File: config.mk
export PLATFORM = sky130hd
export DESIGN_NAME = shield_controller
export DESIGN_NICKNAME = d
export VERILOG_FILES = /design/src/rtl/shield_pkg.sv /design/src/rtl/button_debouncer.sv /design/src/rtl/shield_controller.sv
export SDC_FILE = /design/constraint.sdc
export NUM_CORES = 1
export LEC_CHECK = 0
export ABC_AREA = 1
export ABC_CLOCK_PERIOD_IN_PS = 7000
export CORE_UTILIZATION = 64
export CTS_CLUSTER_DIAMETER = 150
export CTS_CLUSTER_SIZE = 25
export DETAILED_ROUTE_END_ITERATION = 7
export PLACE_DENSITY = 0.88
export SLEW_MARGIN = 20
export SYNTH_ARGS = -nofsm -noshare
export SYNTH_HDL_FRONTEND = slang
export SYNTH_SLANG_ARGS = --single-unit
File: constraint.sdc
create_clock -name clk_in -period 7 [get_ports clk_in]
set_input_delay 1.05 -clock clk_in [delete_from_list [all_inputs] [get_ports clk_in]]
set_output_delay 1.05 -clock clk_in [all_outputs]
set_load 0.01 [all_outputs]
File: src/rtl/shield_pkg.sv
// Shared shield types: orientation encoding (also used by sprite/collision logic),
// controller FSM states, and the same-cycle press arbitration rule.
package shield_pkg;

    typedef enum logic [1:0] {
        DIR_TOP    = 2'b00,
        DIR_LEFT   = 2'b01,
        DIR_RIGHT  = 2'b10,
        DIR_BOTTOM = 2'b11
    } shield_dir_t;

    typedef enum logic [1:0] {
        IDLE,
        PENDING,
        COOLDOWN
    } shield_state_t;

    typedef struct packed {
        logic        valid;
        shield_dir_t dir;
    } press_req_t;

    // Priority up > down > left > right; losers are simply dropped.
    function automatic press_req_t arbitrate(input logic up, input logic down,
                                             input logic left, input logic right);
        press_req_t r;
        r.valid = up | down | left | right;
        r.dir   = DIR_TOP;
        if (up) begin
            r.dir = DIR_TOP;
        end else if (down) begin
            r.dir = DIR_BOTTOM;
        end else if (left) begin
            r.dir = DIR_LEFT;
        end else if (right) begin
            r.dir = DIR_RIGHT;
        end
        return r;
    endfunction

endpackage

File: src/rtl/button_debouncer.sv
// One push-button: 2-flop synchroniser, stable-count debouncer and a one-cycle
// press pulse on the debounced rising edge (releases produce nothing).
module button_debouncer #(
    parameter int unsigned DEBOUNCE_CYCLES = 371_250
) (
    input  logic clk_in,
    input  logic rst_in,
    input  logic btn_in,
    output logic press_out
);

    localparam int unsigned CNT_W = (DEBOUNCE_CYCLES > 1) ? $clog2(DEBOUNCE_CYCLES) : 1;
    localparam logic [CNT_W-1:0] CNT_MAX = CNT_W'(DEBOUNCE_CYCLES - 1);
    localparam logic [CNT_W-1:0] CNT_ONE = CNT_W'(1);

    logic             sync1_q, sync1_d;
    logic             sync2_q, sync2_d;
    logic             level_q, level_d;
    logic             level_dly_q, level_dly_d;
    logic             press_q, press_d;
    logic [CNT_W-1:0] cnt_q, cnt_d;

    always_comb begin
        sync1_d     = btn_in;
        sync2_d     = sync1_q;
        level_d     = level_q;
        cnt_d       = '0;
        level_dly_d = level_q;
        press_d     = level_q & ~level_dly_q;
        // Counter only runs while the synchronised input disagrees; it is
        // capped by the flip, so it never wraps.
        if (sync2_q != level_q) begin
            if (cnt_q == CNT_MAX) begin
                level_d = ~level_q;
            end else begin
                cnt_d = cnt_q + CNT_ONE;
            end
        end
    end

    always_ff @(posedge clk_in or posedge rst_in) begin
        if (rst_in) begin
            sync1_q     <= 1'b0;
            sync2_q     <= 1'b0;
            level_q     <= 1'b0;
            level_dly_q <= 1'b0;
            press_q     <= 1'b0;
            cnt_q       <= '0;
        end else begin
            sync1_q     <= sync1_d;
            sync2_q     <= sync2_d;
            level_q     <= level_d;
            level_dly_q <= level_dly_d;
            press_q     <= press_d;
            cnt_q       <= cnt_d;
        end
    end

    assign press_out = press_q;

endmodule

File: src/rtl/shield_controller.sv
// Turns four raw buttons into the registered shield orientation; a new
// orientation is committed only on a frame pulse, followed by a press cooldown.
module shield_controller
    import shield_pkg::*;
#(
    parameter int unsigned DEBOUNCE_CYCLES = 371_250,
    parameter int unsigned COOLDOWN_FRAMES = 4
) (
    input  logic       clk_in,
    input  logic       rst_in,
    input  logic       btn_up_in,
    input  logic       btn_down_in,
    input  logic       btn_left_in,
    input  logic       btn_right_in,
    input  logic       new_frame_in,
    output logic [1:0] rotate_out,
    output logic       moved_out
);

    localparam int unsigned CD_W = (COOLDOWN_FRAMES > 0) ? $clog2(COOLDOWN_FRAMES + 1) : 1;
    localparam logic [CD_W-1:0] CD_LOAD = CD_W'(COOLDOWN_FRAMES);
    localparam logic [CD_W-1:0] CD_ONE  = CD_W'(1);

    logic press_up, press_down, press_left, press_right;

    button_debouncer #(.DEBOUNCE_CYCLES(DEBOUNCE_CYCLES)) u_btn_up (
        .clk_in   (clk_in),
        .rst_in   (rst_in),
        .btn_in   (btn_up_in),
        .press_out(press_up)
    );

    button_debouncer #(.DEBOUNCE_CYCLES(DEBOUNCE_CYCLES)) u_btn_down (
        .clk_in   (clk_in),
        .rst_in   (rst_in),
        .btn_in   (btn_down_in),
        .press_out(press_down)
    );

    button_debouncer #(.DEBOUNCE_CYCLES(DEBOUNCE_CYCLES)) u_btn_left (
        .clk_in   (clk_in),
        .rst_in   (rst_in),
        .btn_in   (btn_left_in),
        .press_out(press_left)
    );

    button_debouncer #(.DEBOUNCE_CYCLES(DEBOUNCE_CYCLES)) u_btn_right (
        .clk_in   (clk_in),
        .rst_in   (rst_in),
        .btn_in   (btn_right_in),
        .press_out(press_right)
    );

    shield_state_t   state_q, state_d;
    shield_dir_t     rot_q, rot_d;
    shield_dir_t     pend_q, pend_d;
    shield_dir_t     commit_dir;
    logic            moved_q, moved_d;
    logic [CD_W-1:0] cd_q, cd_d;
    press_req_t      req;

    always_comb begin
        req        = arbitrate(press_up, press_down, press_left, press_right);
        state_d    = state_q;
        rot_d      = rot_q;
        pend_d     = pend_q;
        cd_d       = cd_q;
        moved_d    = 1'b0;
        commit_dir = pend_q;
        case (state_q)
            IDLE: begin
                if (req.valid && (req.dir != rot_q)) begin
                    state_d = PENDING;
                    pend_d  = req.dir;
                end
            end
            PENDING: begin
                // Latest press wins, including one landing on the frame pulse itself.
                if (req.valid) begin
                    commit_dir = req.dir;
                end
                pend_d = commit_dir;
                if (new_frame_in) begin
                    rot_d   = commit_dir;
                    moved_d = (commit_dir != rot_q);
                    cd_d    = CD_LOAD;
                    state_d = (COOLDOWN_FRAMES == 0) ? IDLE : COOLDOWN;
                end
            end
            COOLDOWN: begin
                if (new_frame_in) begin
                    cd_d = cd_q - CD_ONE;
                    if (cd_q <= CD_ONE) begin
                        cd_d    = '0;
                        state_d = IDLE;
                    end
                end
            end
            default: begin
                state_d = IDLE;
            end
        endcase
    end

    always_ff @(posedge clk_in or posedge rst_in) begin
        if (rst_in) begin
            state_q <= IDLE;
            rot_q   <= DIR_TOP;
            pend_q  <= DIR_TOP;
            cd_q    <= '0;
            moved_q <= 1'b0;
        end else begin
            state_q <= state_d;
            rot_q   <= rot_d;
            pend_q  <= pend_d;
            cd_q    <= cd_d;
            moved_q <= moved_d;
        end
    end

    assign rotate_out = rot_q;
    assign moved_out  = moved_q;

endmodule
[Yosys cells after proc, flatten, opt, wreduce, memory -nomap -nowiden]
Cells that the tools add are included.
Operators by class
  equality and inequality tests: 16
  $lt $le $gt $ge: 1
  bitwise gates (word level): 15
  reduce and logical (&&, ||, !) cells: 12
  add/subtract/negate cells: 5
  muxes and demuxes: 27
Operators with widths (number)
  two-way mux 19 bit: 8
  adder 19 x 1 -> 19 bit, second input constant: 4
  == test 19 bit, second input constant: 4
  two-way mux 2 bit: 11
  AND reduction 2 bit: 6
  two-way mux 3 bit: 3
  inequality test 2 bit, second input constant: 4
  NOT 1 bit: 8
  one-hot mux 2 bit (3 select lines): 1
  one-hot mux 3 bit (2 select lines): 1
  AND 1 bit: 4
  inequality test 1 bit: 4
  inequality test 2 bit: 2
  one-hot mux 2 bit (2 select lines): 1
  AND reduction 4 bit: 1
  nonzero test 2 bit: 2
  less-or-equal comparator 3 x 1 -> 1 bit, second input constant: 1
  OR 1 bit: 3
  AND reduction 3 bit: 1
  subtractor 3 x 1 -> 3 bit, second input constant: 1
  == test 2 x 1 -> 1 bit, second input constant: 1
  == test 2 bit, second input constant: 1
  logical NOT 2 bit: 1
  two-way mux 1 bit: 2
  logical AND 1 bit: 1
Word-level totals
  register bits after elaboration: 106
  logic and storage cells: 105

[Depth between registers and ports, before layout]
Gate-level depths: netlist of run 1.
  word-level depth: 9
  gate-level depth with buffers: 10

[Hierarchy]
A second synthesis of run 1 with hierarchy kept.
Unflattened totals
  cells, all modules: 689
  area total of the unflattened synthesis: 5656.7 um2
Modules (own cells, without submodules)
  button_debouncer (u_btn_down ...): instances 3, area each 1281.2 um2, cells each 156
  button_debouncer (u_btn_left): instances 1, area each 1229.9 um2, cells each 147
  shield_controller: instances 1, area each 583.1 um2, cells each 74

[Worst setup path before layout of run 1]
No wires, ideal clock.
  kind: input -> register
  start point: input new_frame_in
  end point: register cd_q[2]
  path slack: 5.505 ns
  data arrival time: 1.366 ns
  buffers on the path: 0
  setup time: 0.129 ns
  required time: 6.871 ns
  stages: 4
  path through: o21a_1 -> nand2_1 -> nand2_1 -> nand3_1
On the way
  longest elaborated chain between the ends: 2
  elaborated cells between the ends (all ways): 3
  those cells by class: 2 x eq/ne; 1 x reduce/logical
Ends and longest elaborated chain
  from (decl): line shield_controller.sv:15  | input logic new_frame_in,
  inequality test 2 bit (no line)
  AND reduction 3 bit (no line) (*)
  to (signal assigned): line shield_controller.sv:110  | cd_q <= '0;
  to (signal assigned): line shield_controller.sv:116  | cd_q <= cd_d;
  to (decl): line shield_controller.sv:59  | logic [CD_W-1:0] cd_q, cd_d;
Every way passes the cells marked *; elsewhere a longest branch is shown, timed or not.
A chain may end at the register's enable or synchronous reset.

[Worst setup path in the final report of run 1]
  start point: register rot_q[0] (netlist: rotate_out[0])
  end point: output rotate_out[0]
RTL lines
  from (decl): line shield_controller.sv:55  | shield_dir_t rot_q, rot_d;
  from (signal assigned): line shield_controller.sv:114  | rot_q <= rot_d;
  to (decl): line shield_controller.sv:16  | output logic [1:0] rotate_out,
No word-level cell between the ends.

==> flow_metrics.tcl, run 1 <==
set metrics [dict create \
    holdCritPathClass "flop to flop" \
    ir_drop_mv 0.1009 \
    cts_setup_buffers 0 \
    comb_power_share_pct 6.8 \
    synth_seq_cells 106 \
    ys_top_cells_by_area "dfrtp_1 (47%), nor2_1 (11%), nand2_1 (10%)" \
    rows 33 \
    worst_pin_slew_ns 0.8008 \
    critPathBufInv 1 \
    max_cap_viol_count 0 \
    rsz0062_at_grt "false" \
    placed_area_mm2 0.005894 \
    cp_max_fo 4 \
    n_antenna_cell 0 \
    ant_nets 0 \
    drive_gt1_share_pct 7.115 \
    skew_ns 0.01009 \
    power_frac_clock_pct 35.7 \
    vias 4811 \
    synth_edf_count 0 \
    synth_fp_nets 752 \
    cts_tree "yes" \
    cts_sinks 106 \
    crit_slowest_cell "clkdlybuf4s50_1" \
    portBuffers 9 \
    dieArea_mm2 0.009249 \
    fin_area_mm2 0.006103 \
    clock_latency_ns 0.38 \
    fp.dieH_um 96.17 \
    cts_resized 0 \
    swShare_pct 25.99 \
    critPathCaptureType "output port" \
    required_ns 5.95 \
    viasPerCell 5.568 \
    h-tree-depth 3 \
    drc 0 \
    period_minus_slack_ns 2.412 \
    syn_area_mm2 0.005675 \
    post-synth-top-area-fraction_pct 46.74 \
    switchingPower_w 0.0002917 \
    synth.top_cells.by_count "nor2_1 (163), nand2_1 (155), dfrtp_1 (106)" \
    start_util_pct 67.71 \
    dpl.hpwl_mm 8.538 \
    die_x_um 96.17 \
    worstSetupPathType "flop to output port" \
    p_int_w 0.0008306 \
    final_net_count 770 \
    whs_ns 0.3618 \
    grt_pass1_vias 4708 \
    clock_path_buffers 2 \
    max_stage_delay_ns 0.56 \
    core_mm2 0.008382 \
    cpLargestDelayFamily "buffers and inverters" \
    overflow 0 \
    grt_antenna_before_repair 0 \
    path_clk_slew_ns 0.11 \
    grt_usage_pct 27.85 \
    pin_count 10 \
    yosysTopAreaCell "dfrtp_1" \
    hold_violations 0 \
    hold_buffers 0 \
    cp.arrival_ns 1.36 \
    period_share_pct 34.45 \
    wl_per_cell_um 13.31 \
    grt_max_degree 68 \
    ys_seq_area_share_pct 46.74 \
    layout.cells.non_filler 864 \
    synthFlopType "dfrtp_1" \
    setup_viol 0 \
    gp_congestion 0.9049 \
    grt_pass1_wl_mm 20.05 \
    area_growth_pct 7.540 \
    fmax_ghz 0.4146 \
    dp.cells 848 \
    power_density_mw_per_mm2 183.9 \
    ys_types 31 \
    cp-start-kind "flop" \
    synth_cells 736 \
    ys.warnings.count 0 \
    leakage_nw 2.618 \
    maxSlewViolCount 0 \
    root_buffer "clkbuf_8" \
    tns_ns 0 \
    synthArstFlopShare_pct 100.0 \
    max_slew_margin_pct 46.61 \
    status "finished, final reports clean" \
    finalWirelength_mm 11.50 \
    path_cells "clkdlybuf4s50_1" \
    cts_buffers 9 \
    avgSynthCellArea_um2 7.711 \
    p_seq_share_pct 57.5 \
    first_iter_violations 194 \
    drt-pass1-iter-count 5 \
    yosysMostFrequentCell "nor2_1" \
]
[worst paths after layout]
| kind | startpoint | slack [ns] | endpoint | depth (start not counted) |
|---|---|---|---|---|
| min reg2reg | u_btn_right.sync1_q | 0.36 | u_btn_right.sync2_q | 0 |
| max in group asynchronous | rst_in | 4.77 | moved_out | 3 |
| max | rotate_out[0] | 4.59 | rotate_out[0] | 1 |
| max reg2reg | u_btn_up.cnt_q[0] | 5.35 | u_btn_up.cnt_q[12] | 7 |
| min | u_btn_right.sync1_q | 0.36 | u_btn_right.sync2_q | 0 |
| min in group asynchronous | rst_in | 1.05 | u_btn_up.cnt_q[2] | 2 |
[registers in the layout (all words and copies together), names as in the netlist, 2 cells and up]
register,flops
cd_q,3
pend_q,2
rotate_out,2
state_q,2
u_btn_down.cnt_q,19
u_btn_left.cnt_q,19
u_btn_right.cnt_q,19
u_btn_up.cnt_q,19
[area by class of cell]
class | count | area (um2)
multi-input combinational | 539 | 2680
clock buffer | 9 | 123.9
sequential | 106 | 2653
inverter | 88 | 332.8
timing repair buffer | 10 | 97.59
tap | 105 | 131.4
fill | 655 | 2278
clock inverter | 7 | 85.08
[stage by stage]
step           total power (W)  utilization, %  setup WS (ns)
6_report              0.001122           72.82          4.588
5_1_grt               0.001169           72.82          4.483
4_1_cts               0.001129           72.82          4.578
3_5_place_dp         0.0007344           70.32          4.270
3_3_place_gp         0.0007276           70.32          4.309
2_1_floorplan        0.0007072               -          3.161
[kinds of logic after synthesis]
group | synth area share, %
buf+inv | 6.041
fa+ha+maj | 1.984
compound gates | 3.748
flops | 46.74
simple gates | 35.16
xor+xnor | 6.327
[layer usage]
metal | track usage, % | share of wire [%]
met1 | 34.09 | 44
met2 | 49.47 | 50
met3 | 5.924 | 5.0
met4 | 7.711 | 1.5
met5 | 0 | 0
[placed cells by master, fill, tap and decap left out, drive strengths merged, types with 2 or more instances in the layout]
cell	Yosys	layout
nor3	25	25
xor2	38	38
inv	88	92
clkbuf	2	9
nand4	22	22
a21oi	13	13
ha	9	9
xnor2	3	3
clkdlybuf4s50	0	9
nand3	59	59
nand3b	5	5
a31oi	2	2
nor2	177	177
dfrtp	106	106
o21ai	14	14
nand2	162	162
o21bai	4	4
clkinvlp	0	2
[power by group through the flow]
stage	clock [W]	sequential, W	combinational (W)
detailed placement	0	0.000657	0.0000775
CTS	0.000407	0.000645	0.0000776
finish	0.000401	0.000645	0.0000765
global route	0.000433	0.000647	0.0000891
global placement	0	0.000655	0.0000727
floorplan	0	0.000654	0.0000533
Power figures use the tool's default switching activity.
==> run 2, diff against run 1 <==
--- a/config.mk
+++ b/config.mk
@@ -6,12 +6,12 @@
 export NUM_CORES = 1
 export LEC_CHECK = 0
 export ABC_AREA = 1
-export ABC_CLOCK_PERIOD_IN_PS = 7000
-export CORE_UTILIZATION = 64
+export ABC_CLOCK_PERIOD_IN_PS = 2100
+export CORE_UTILIZATION = 57
 export CTS_CLUSTER_DIAMETER = 150
 export CTS_CLUSTER_SIZE = 25
 export DETAILED_ROUTE_END_ITERATION = 7
-export PLACE_DENSITY = 0.88
+export PLACE_DENSITY = 0.84
 export SLEW_MARGIN = 20
 export SYNTH_ARGS = -nofsm -noshare
 export SYNTH_HDL_FRONTEND = slang
==> constraint.sdc (replaced) <==
create_clock -name clk_in -period 2.1 [get_ports clk_in]
set_input_delay 0.315 -clock clk_in [delete_from_list [all_inputs] [get_ports clk_in]]
set_output_delay 0.315 -clock clk_in [all_outputs]
set_load 0.01 [all_outputs]
==> run 2 against run 1 <==
Die area rose by 12%. Sequential share of layout area fell by 0.27 points. Global-route usage is 3.4 points lower. Critical path depth is the same. Design area up 0.64%. Combinational power grew to 3.5 times the previous value. Critical path type unchanged. Largest cell class unchanged. Highest routed layer unchanged.
==> flow_metrics.tcl, run 2 (synthesized netlist as in run 1, its figures left out) <==
set metrics [dict create \
    worst_pin_slew_ns 0.4630 \
    ir_drop_mv 0.3447 \
    status "finished, final reports clean" \
    final_cell_mix "nor2_1 (163), nand2_1 (155), dfrtp_1 (106), inv_1 (80), nand3_1 (56)" \
    cts_tree "yes" \
    finalWirelength_mm 11.62 \
    cts_sinks 106 \
    portBuffers 9 \
    cts_setup_buffers 0 \
    fp.dieH_um 101.8 \
    hold_buffers 0 \
    grt_pass1_wl_mm 19.93 \
    required_ns 1.78 \
    critPathBufInv 1 \
    cp_max_fo 5 \
    cp-start-kind "flop" \
    gp_congestion 0.9298 \
    die_x_um 101.8 \
    period_minus_slack_ns 1.676 \
    layout.cells.non_filler 894 \
    holdCritPathClass "input port to async pin" \
    dpl_worst_slack_ns 0.5501 \
    power_density_mw_per_mm2 590.6 \
    cts_resized 0 \
    skew_ns 0.01533 \
    grt_max_degree 49 \
    path_clk_slew_ns 0.11 \
    finalWorstSetupSlack_ns 0.4241 \
    tns_ns 0 \
    wl_per_cell_um 13.00 \
    pin_count 10 \
    final_common_cell "nor2_1" \
    clock_latency_ns 0.38 \
    grt_pass1_vias 4665 \
    rsz0062_at_grt "false" \
    cpLargestDelayFamily "buffers and inverters" \
    leakage_nw 2.619 \
    clock_path_buffers 2 \
    worstSetupPathType "flop to output port" \
    core_mm2 0.009729 \
    max_slew_margin_pct 69.13 \
    dp.cells 878 \
    drt-pass1-iter-count 6 \
    cp.arrival_ns 1.36 \
    final_net_count 772 \
    start_util_pct 58.33 \
    power_w 0.003627 \
    area_growth_pct 8.223 \
    dpl.hpwl_mm 8.606 \
    n_antenna_cell 0 \
    worstReg2RegStart "u_btn_up.cnt_q[0]" \
    ant_nets 0 \
    first_iter_violations 276 \
    max_stage_delay_ns 0.56 \
    utilization_pct 63.13 \
    cts_buffers 9 \
    fmax_ghz 0.5967 \
    viasPerCell 5.300 \
    maxSlewViolCount 0 \
    root_buffer "clkbuf_8" \
    hold_violations 0 \
    grt_usage_pct 24.44 \
    rows 36 \
    crit_slowest_cell "clkdlybuf4s50_1" \
    h-tree-depth 3 \
    grt_antenna_before_repair 0 \
    period_share_pct 79.81 \
    setup_viol 0 \
    critPathCaptureType "output port" \
    drc 0 \
    worstSetupStartpoint "rotate_out[1]" \
    vias 4738 \
    max_cap_viol_count 0 \
    dieArea_mm2 0.01036 \
    overflow 0 \
    path_cells "clkdlybuf4s50_1" \
    drive_gt1_share_pct 7.227 \
]
[run 2: final cells by class]
class	instances	area, um2
clock inverter	5	42.54
fill	857	3587
inverter	88	334.1
tap	133	166.4
clock buffer	11	141.4
multi-input combinational	539	2680
sequential	106	2653
timing repair buffer	12	125.1
[run 2: per-layer routing]
layer,global-route usage (%),part of all wire (%)
met1,31.18,44
met2,41.53,49
met3,2.968,4.2
met4,11.59,2.2
met5,0,0
[run 2: through the flow]
| stage | hold slack [ns] | cell area (um2) |
|---|---|---|
| 2_1_floorplan | 0.3312 | 5679 |
| 3_3_place_gp | 0.3379 | 5958 |
| 3_5_place_dp | 0.3394 | 5958 |
| 4_1_cts | 0.2093 | 6142 |
| 5_1_grt | 0.2373 | 6142 |
| 6_report | 0.1999 | 6142 |
[run 2: path summary, 6_finish.rpt]
path                                              end  slack [ns]  depth (start not counted)
worst max-delay path                    rotate_out[1]        0.42                          1
max in group asynchronous        u_btn_left.cnt_q[18]        1.18                          3
worst min-delay path            u_btn_right.cnt_q[18]        0.20                          2
min in group clk_in                  u_btn_up.sync2_q        0.36                          0
worst max register to register     u_btn_up.cnt_q[12]        0.53                          7
worst min register to register       u_btn_up.sync2_q        0.36                          0
[run 2: power by group]
group,internal [W],switching (W),total (W)
Clock,0.000482,0.000732,0.00121
Combinational,0.0000990,0.000169,0.000268
Sequential,0.00210,0.0000459,0.00215
